--- config.mk ---
export PLATFORM = sky130hd
export DESIGN_NAME = opb_register_bank_ppc2simulink
export DESIGN_NICKNAME = d
export VERILOG_FILES = /design/src/rtl/opb_register_bank_ppc2simulink.sv
export SDC_FILE = /design/constraint.sdc
export NUM_CORES = 1
export LEC_CHECK = 0
export ABC_AREA = 1
export CELL_PAD_IN_SITES_DETAIL_PLACEMENT = 0
export CELL_PAD_IN_SITES_GLOBAL_PLACEMENT = 1
export CORE_MARGIN = 10
export CORE_UTILIZATION = 37
export DETAILED_ROUTE_END_ITERATION = 6
export PLACE_DENSITY = 0.86
export SYNTH_ARGS = -nofsm -noshare
export SYNTH_HDL_FRONTEND = slang
export SYNTH_SLANG_ARGS = --single-unit
--- constraint.sdc ---
create_clock -name OPB_Clk -period 5.4 [get_ports OPB_Clk]
set_clock_uncertainty 0.05 [all_clocks]
set_input_delay 1.62 -clock OPB_Clk [delete_from_list [all_inputs] [get_ports OPB_Clk]]
set_output_delay 1.62 -clock OPB_Clk [all_outputs]
set_load 0.01 [all_outputs]
--- src/rtl/opb_register_bank_ppc2simulink.sv ---
// OPB slave register bank: C_NUM_REGS 32-bit software registers written and
// read by the PPC over OPB, exported to fabric as a flat vector with a
// per-register write strobe. Registers flagged in C_PULSE_MASK hold a written
// value for a single cycle and then fall back to C_RESET_VAL.
// OPB buses are big-endian numbered (bit 0 = MSB); internally everything is
// little-endian, so DBus[0] maps to bit 31 and BE[0] to the top byte.
module opb_register_bank_ppc2simulink #(
    parameter logic [31:0] C_BASEADDR   = 32'h0000_0000,
    parameter logic [31:0] C_HIGHADDR   = 32'h0000_00FF,
    parameter int          C_OPB_AWIDTH = 32,
    parameter int          C_OPB_DWIDTH = 32,
    parameter int          C_NUM_REGS   = 4,
    parameter logic [63:0] C_PULSE_MASK = 64'h0,
    parameter logic [31:0] C_RESET_VAL  = 32'h0000_0000
) (
    input  logic                      OPB_Clk,
    input  logic                      OPB_Rst_n,
    input  logic [0:31]               OPB_ABus,
    input  logic [0:3]                OPB_BE,
    input  logic [0:31]               OPB_DBus,
    input  logic                      OPB_RNW,
    input  logic                      OPB_select,
    input  logic                      OPB_seqAddr,
    output logic [0:31]               Sl_DBus,
    output logic                      Sl_xferAck,
    output logic                      Sl_errAck,
    output logic                      Sl_retry,
    output logic                      Sl_toutSup,
    output logic [32*C_NUM_REGS-1:0]  user_data_out,
    output logic [C_NUM_REGS-1:0]     user_wr_strobe
);

    localparam int          IDX_W = (C_NUM_REGS > 1) ? $clog2(C_NUM_REGS) : 1;
    localparam logic [31:0] SPAN  = C_HIGHADDR - C_BASEADDR;

    // Elaboration-time sanity checks on the configuration.
    if (C_OPB_DWIDTH != 32) begin : g_bad_dwidth
        $error("opb_register_bank_ppc2simulink: only C_OPB_DWIDTH=32 is supported");
    end
    if (C_OPB_AWIDTH != 32) begin : g_bad_awidth
        $error("opb_register_bank_ppc2simulink: only C_OPB_AWIDTH=32 is supported");
    end
    if (C_NUM_REGS < 1 || C_NUM_REGS > 64) begin : g_bad_nregs
        $error("opb_register_bank_ppc2simulink: C_NUM_REGS must be 1..64");
    end
    if ((C_HIGHADDR < C_BASEADDR) ||
        (({1'b0, SPAN} + 33'd1) < 33'(4 * C_NUM_REGS))) begin : g_bad_window
        $error("opb_register_bank_ppc2simulink: address window too small for C_NUM_REGS");
    end

    typedef enum logic [1:0] {
        IDLE = 2'd0,
        ACK  = 2'd1,
        HOLD = 2'd2
    } state_t;

    state_t                 state_q, state_d;

    logic [31:0]            addr;
    logic [31:0]            wdata_bus;
    logic [3:0]             be_bus;
    logic [32:0]            diff;
    logic                   in_win;
    logic                   hit;
    logic                   idx_ok;

    logic [IDX_W-1:0]       idx_q;
    logic                   idx_ok_q;
    logic                   rnw_q;
    logic [3:0]             be_q;
    logic [31:0]            wdata_q;

    logic [31:0]            regs_q [C_NUM_REGS];
    logic [31:0]            regs_d [C_NUM_REGS];
    logic [C_NUM_REGS-1:0]  strobe_q, strobe_d;

    logic                   ack;
    logic                   wr_en;
    logic [31:0]            rdata;
    logic                   unused_ok;

    // Positional assignment turns big-endian bus numbering into little-endian.
    assign addr      = OPB_ABus;
    assign wdata_bus = OPB_DBus;
    assign be_bus    = OPB_BE;

    // Borrow out of the subtraction means the address is below the window.
    assign diff   = {1'b0, addr} - {1'b0, C_BASEADDR};
    assign in_win = !diff[32] && (diff[31:0] <= SPAN);
    assign hit    = OPB_select && in_win;
    assign idx_ok = (diff[31:2] < 30'(C_NUM_REGS));

    // Seed address bits below word granularity and seqAddr carry no meaning.
    assign unused_ok = &{1'b0, OPB_seqAddr, diff[1:0]};

    // FSM state register; reset drops any in-flight transfer.
    always_ff @(posedge OPB_Clk or negedge OPB_Rst_n) begin
        if (!OPB_Rst_n) begin
            state_q <= IDLE;
        end else begin
            state_q <= state_d;
        end
    end

    // Next-state: one ack per select, then wait for select to drop.
    always_comb begin
        state_d = state_q;
        case (state_q)
            IDLE:    if (hit) state_d = ACK;
            ACK:     state_d = HOLD;
            HOLD:    if (!OPB_select) state_d = IDLE;
            default: state_d = IDLE;
        endcase
    end

    // Capture the transfer attributes when the access is accepted.
    always_ff @(posedge OPB_Clk) begin
        if (state_q == IDLE && hit) begin
            idx_q    <= diff[IDX_W+1:2];
            idx_ok_q <= idx_ok;
            rnw_q    <= OPB_RNW;
            be_q     <= be_bus;
            wdata_q  <= wdata_bus;
        end
    end

    assign ack   = (state_q == ACK);
    assign wr_en = ack && !rnw_q && idx_ok_q;

    // Read mux: pre-write register value, zero outside ACK to suit an OR bus.
    always_comb begin
        rdata = 32'h0;
        if (ack && rnw_q && idx_ok_q) begin
            rdata = regs_q[idx_q];
        end
    end

    // Register next-state: byte-masked write, or pulse-register fall-back.
    always_comb begin
        strobe_d = '0;
        for (int i = 0; i < C_NUM_REGS; i++) begin
            regs_d[i] = regs_q[i];
            if (wr_en && (idx_q == IDX_W'(i))) begin
                strobe_d[i] = 1'b1;
                for (int b = 0; b < 4; b++) begin
                    if (be_q[b]) begin
                        regs_d[i][8*b +: 8] = wdata_q[8*b +: 8];
                    end
                end
            end else if (strobe_q[i] && C_PULSE_MASK[i]) begin
                regs_d[i] = C_RESET_VAL;
            end
        end
    end

    // Register bank and write strobes; strobe lines up with the new value.
    always_ff @(posedge OPB_Clk or negedge OPB_Rst_n) begin
        if (!OPB_Rst_n) begin
            for (int i = 0; i < C_NUM_REGS; i++) begin
                regs_q[i] <= C_RESET_VAL;
            end
            strobe_q <= '0;
        end else begin
            for (int i = 0; i < C_NUM_REGS; i++) begin
                regs_q[i] <= regs_d[i];
            end
            strobe_q <= strobe_d;
        end
    end

    // Flatten the bank for the fabric side.
    always_comb begin
        user_data_out = '0;
        for (int i = 0; i < C_NUM_REGS; i++) begin
            user_data_out[32*i +: 32] = regs_q[i];
        end
    end

    assign user_wr_strobe = strobe_q;
    assign Sl_DBus        = rdata;
    assign Sl_xferAck     = ack;
    assign Sl_errAck      = 1'b0;
    assign Sl_retry       = 1'b0;
    assign Sl_toutSup     = 1'b0;

endmodule

==> summary.txt <==
Run status
  • Status: finished clean

Timing
  • Slew margin rel.: between 30% and 40%
  • Highest clock rate: 224.2 MHz
  • Slew @ Worst Pin: 1013 ps
  • Fin crit share: 82.59%
  • Fin. max-slew vios: 0
  • RSZ-0062 raised after global routing: false
  • Final setup vio count: 0
  • Tmin final: approximately 4500 ps
  • WHS: 445.4 ps
  • Final setup TNS: 0 ps
  • Final hold vios: 0

Synth
  • Most frequent cells after synthesis: 459 x nand2_1, 134 x dfrtp_1, 128 x nand4_1, 87 x nor2_1, 40 x edfxtp_1
  • Ys async rst share: 77.01%
  • Seq/Total Area, Yosys: 57.01%
  • Synth Flop Type: dfrtp_1
  • Synth Register Bits: between 150 and 200
  • Post-synth EDFFs: 40
  • Synthesized cell area: 7989 um^2
  • Synth Warn #: 0
  • Distinct cell type count after synthesis: 18
  • Syn Inst Count: roughly 950
  • Synth area leader: dfrtp_1
  • Syn Area/Cell: between 8 and 9 um^2
  • Top post-synthesis cells by area: dfrtp_1 42%, nand2_1 22%, edfxtp_1 15%
  • Most instantiated library cell after synthesis: nand2_1
  • Area share of the largest cell type after synthesis: 41.97%

Worst setup path
  • Worst Setup End Kind: output pin
  • Critical path class: reg -> out
  • CP max stage cell: nand3_2
  • CP Data Required Time: around 3700 ps
  • CP Max Fanout: 24
  • WP data arrival: 2790 ps
  • CP cell instances: inv_2 > nand2_2 > inv_1 > nand3_2 > buf_4 > nor2_1 > clkdlybuf4s50_1
  • Critical Path Source: state_q[1]$_DFFE_PN0P_
  • Crit path launch type: flop
  • CP max stage delay: 590 ps
  • R2R Path Start: state_q[1]$_DFFE_PN0P_

Clock tree
  • CTS Sinks: roughly 170
  • CTS tree: built
  • Clock Pin Slew Worst Setup and Hold Paths: 70 ps
  • Max Root-Sink Buffers: 2
  • Post-CTS Setup Bufs: 0
  • Clk_lat worst skew: 420 ps
  • Root Buffer: clkbuf_16
  • # resized after CTS: 0
  • Cts bufs inserted: 17
  • CTS Hold Bufs: 0
  • H-Tree Depth: 4

Power and ir drop
  • P per Cell Area: between 200 and 250 nW/um^2
  • Power, Total: 2623 uW
  • Worst vdd ir: between 0.2 and 0.25 mV
  • P_leak: 0.005151 uW

GRT
  • Grt total ovfl: 0
  • Initial antenna violation count: 0
  • Overall Global Routing Usage: 17.94%
  • Largest net degree at the start of global routing: 76
  • Vias in the first global route: 7000
  • First-pass GRT wire length: 40.74 mm

Routing
  • Drt initial violations: 577
  • Per-cell routed wire length: 18.11 um
  • Vias post-DR: ~7300
  • Wirelength, routed: 26.12 mm
  • # DRC: 0
  • DRT antenna net count: 0
  • DR pass1 iterations: 5
  • Vias per cell: 5.070

Placed design
  • GP Congestion: 0.7800
  • Dpl hpwl: 17.30 mm
  • Buffers on Ports: 234

Cells and area
  • Area growth from synthesis to layout: 39.03%
  • # fillers: 1967
  • Antenna cell count: 0
  • Final #Nets: 1227
  • Fin util: 52.50%
  • Sequential Area: 4554 um^2
  • Share of cells above drive strength 1: 6.170%
  • Multi-input gate area: 3099 um^2

Hold path
  • Hold Crit Class: reg -> reg
  • Hold Startpoint: user_data_out[76]$_DFFE_PN0P_

Job
  • Max-cap violations: 0

Floorplan
  • Width of the chip: roughly 170 um
  • Chip height: 166.9 um
  • Die Area: 27870 um^2
  • Core area: 21150 um^2
  • Row count: 53
  • Initial Util: 37.77%
  • Top Ports: 241
## cell type report
type                       count  area share, %
sequential                   174          41.00
multi-input combinational    702          27.90
timing repair buffer         251          22.59
clock buffer                  21          4.146
tap                          275          3.098
clock inverter                11         0.9913
inverter                       8         0.2704
## cells in the final DEF, fill, tap and decap left out, drive strengths merged
master / instances
conb: 3
buf: 18
nand3: 20
clkinv: 1
dfrtp: 134
clkinvlp: 5
bufinv: 1
nand4: 128
edfxtp: 40
nand2: 460
clkdlybuf4s50: 233
nor3: 2
clkbuf: 21
inv: 12
nor2: 89
## critical path, delay by kind of cell, from the launching register on
family                 cells  cell delay (ps)
flip-flops                 1              400
buffers and inverters      4             1160
AND/OR/NAND/NOR            3              790
## flip-flops by register name (all words and copies together), names as in the netlist
signal	flops
user_wr_strobe	4
wdata_q	32
rnw_q	1
be_q	4
idx_q	2
user_data_out	128
state_q	2
idx_ok_q	1
## path summary, 6_finish.rpt
| path | end | slack [ps] | depth (start not counted) |
|---|---|---|---|
| setup reg to reg | user_data_out[44]$_DFFE_PN0P_ | 2680 | 7 |
| hold reg to reg | user_data_out[76]$_DFFE_PN0P_ | 450 | 2 |
| max in group asynchronous | user_data_out[68]$_DFFE_PN0P_ | 3140 | 2 |
| min in group asynchronous | user_data_out[53]$_DFFE_PN0P_ | 1150 | 1 |
| hold / removal | user_data_out[76]$_DFFE_PN0P_ | 450 | 2 |
| setup / recovery | Sl_DBus[19] | 940 | 7 |
## cells by family (layout without fill, tap and decap cells)
group / Yosys count / after routing / synth area share, %
simple gates: 699 / 699 / 38.34
flops: 174 / 174 / 57.01
buf+inv: 73 / 291 / 4.604
other cells: 1 / 3 / 0.04694
## per-stage QoR
stage | worst slack (ps) | cells | cell area (um^2)
detailed placement | 1344 | 1410 | 10540
floorplan | 1256 | 949 | 7996
CTS | 870.0 | 1442 | 11110
global placement | 1399 | 1410 | 10540
global route | 785.2 | 1442 | 11110
finish | 940.3 | 1442 | 11110
## layer usage
metal / wire length (um) / vias up / global-route usage, % / share of wire (%)
met3: 2151 / 22 / 6.378 / 8.2
li1: - / 3541 / - / -
met2: 12320 / 235 / 28.62 / 47
met1: 11260 / 3513 / 22.47 / 43
met4: 392 / 0 / 4.926 / 1.5
met5: 0 / - / 0 / 0
## report_power, final
part / internal [uW] / switching, uW
clock network: 667 / 534
registers: 1340 / 0.0000995
logic: 45.8 / 31.5
total: 2060 / 566
(Power assumes the default switching activity.)
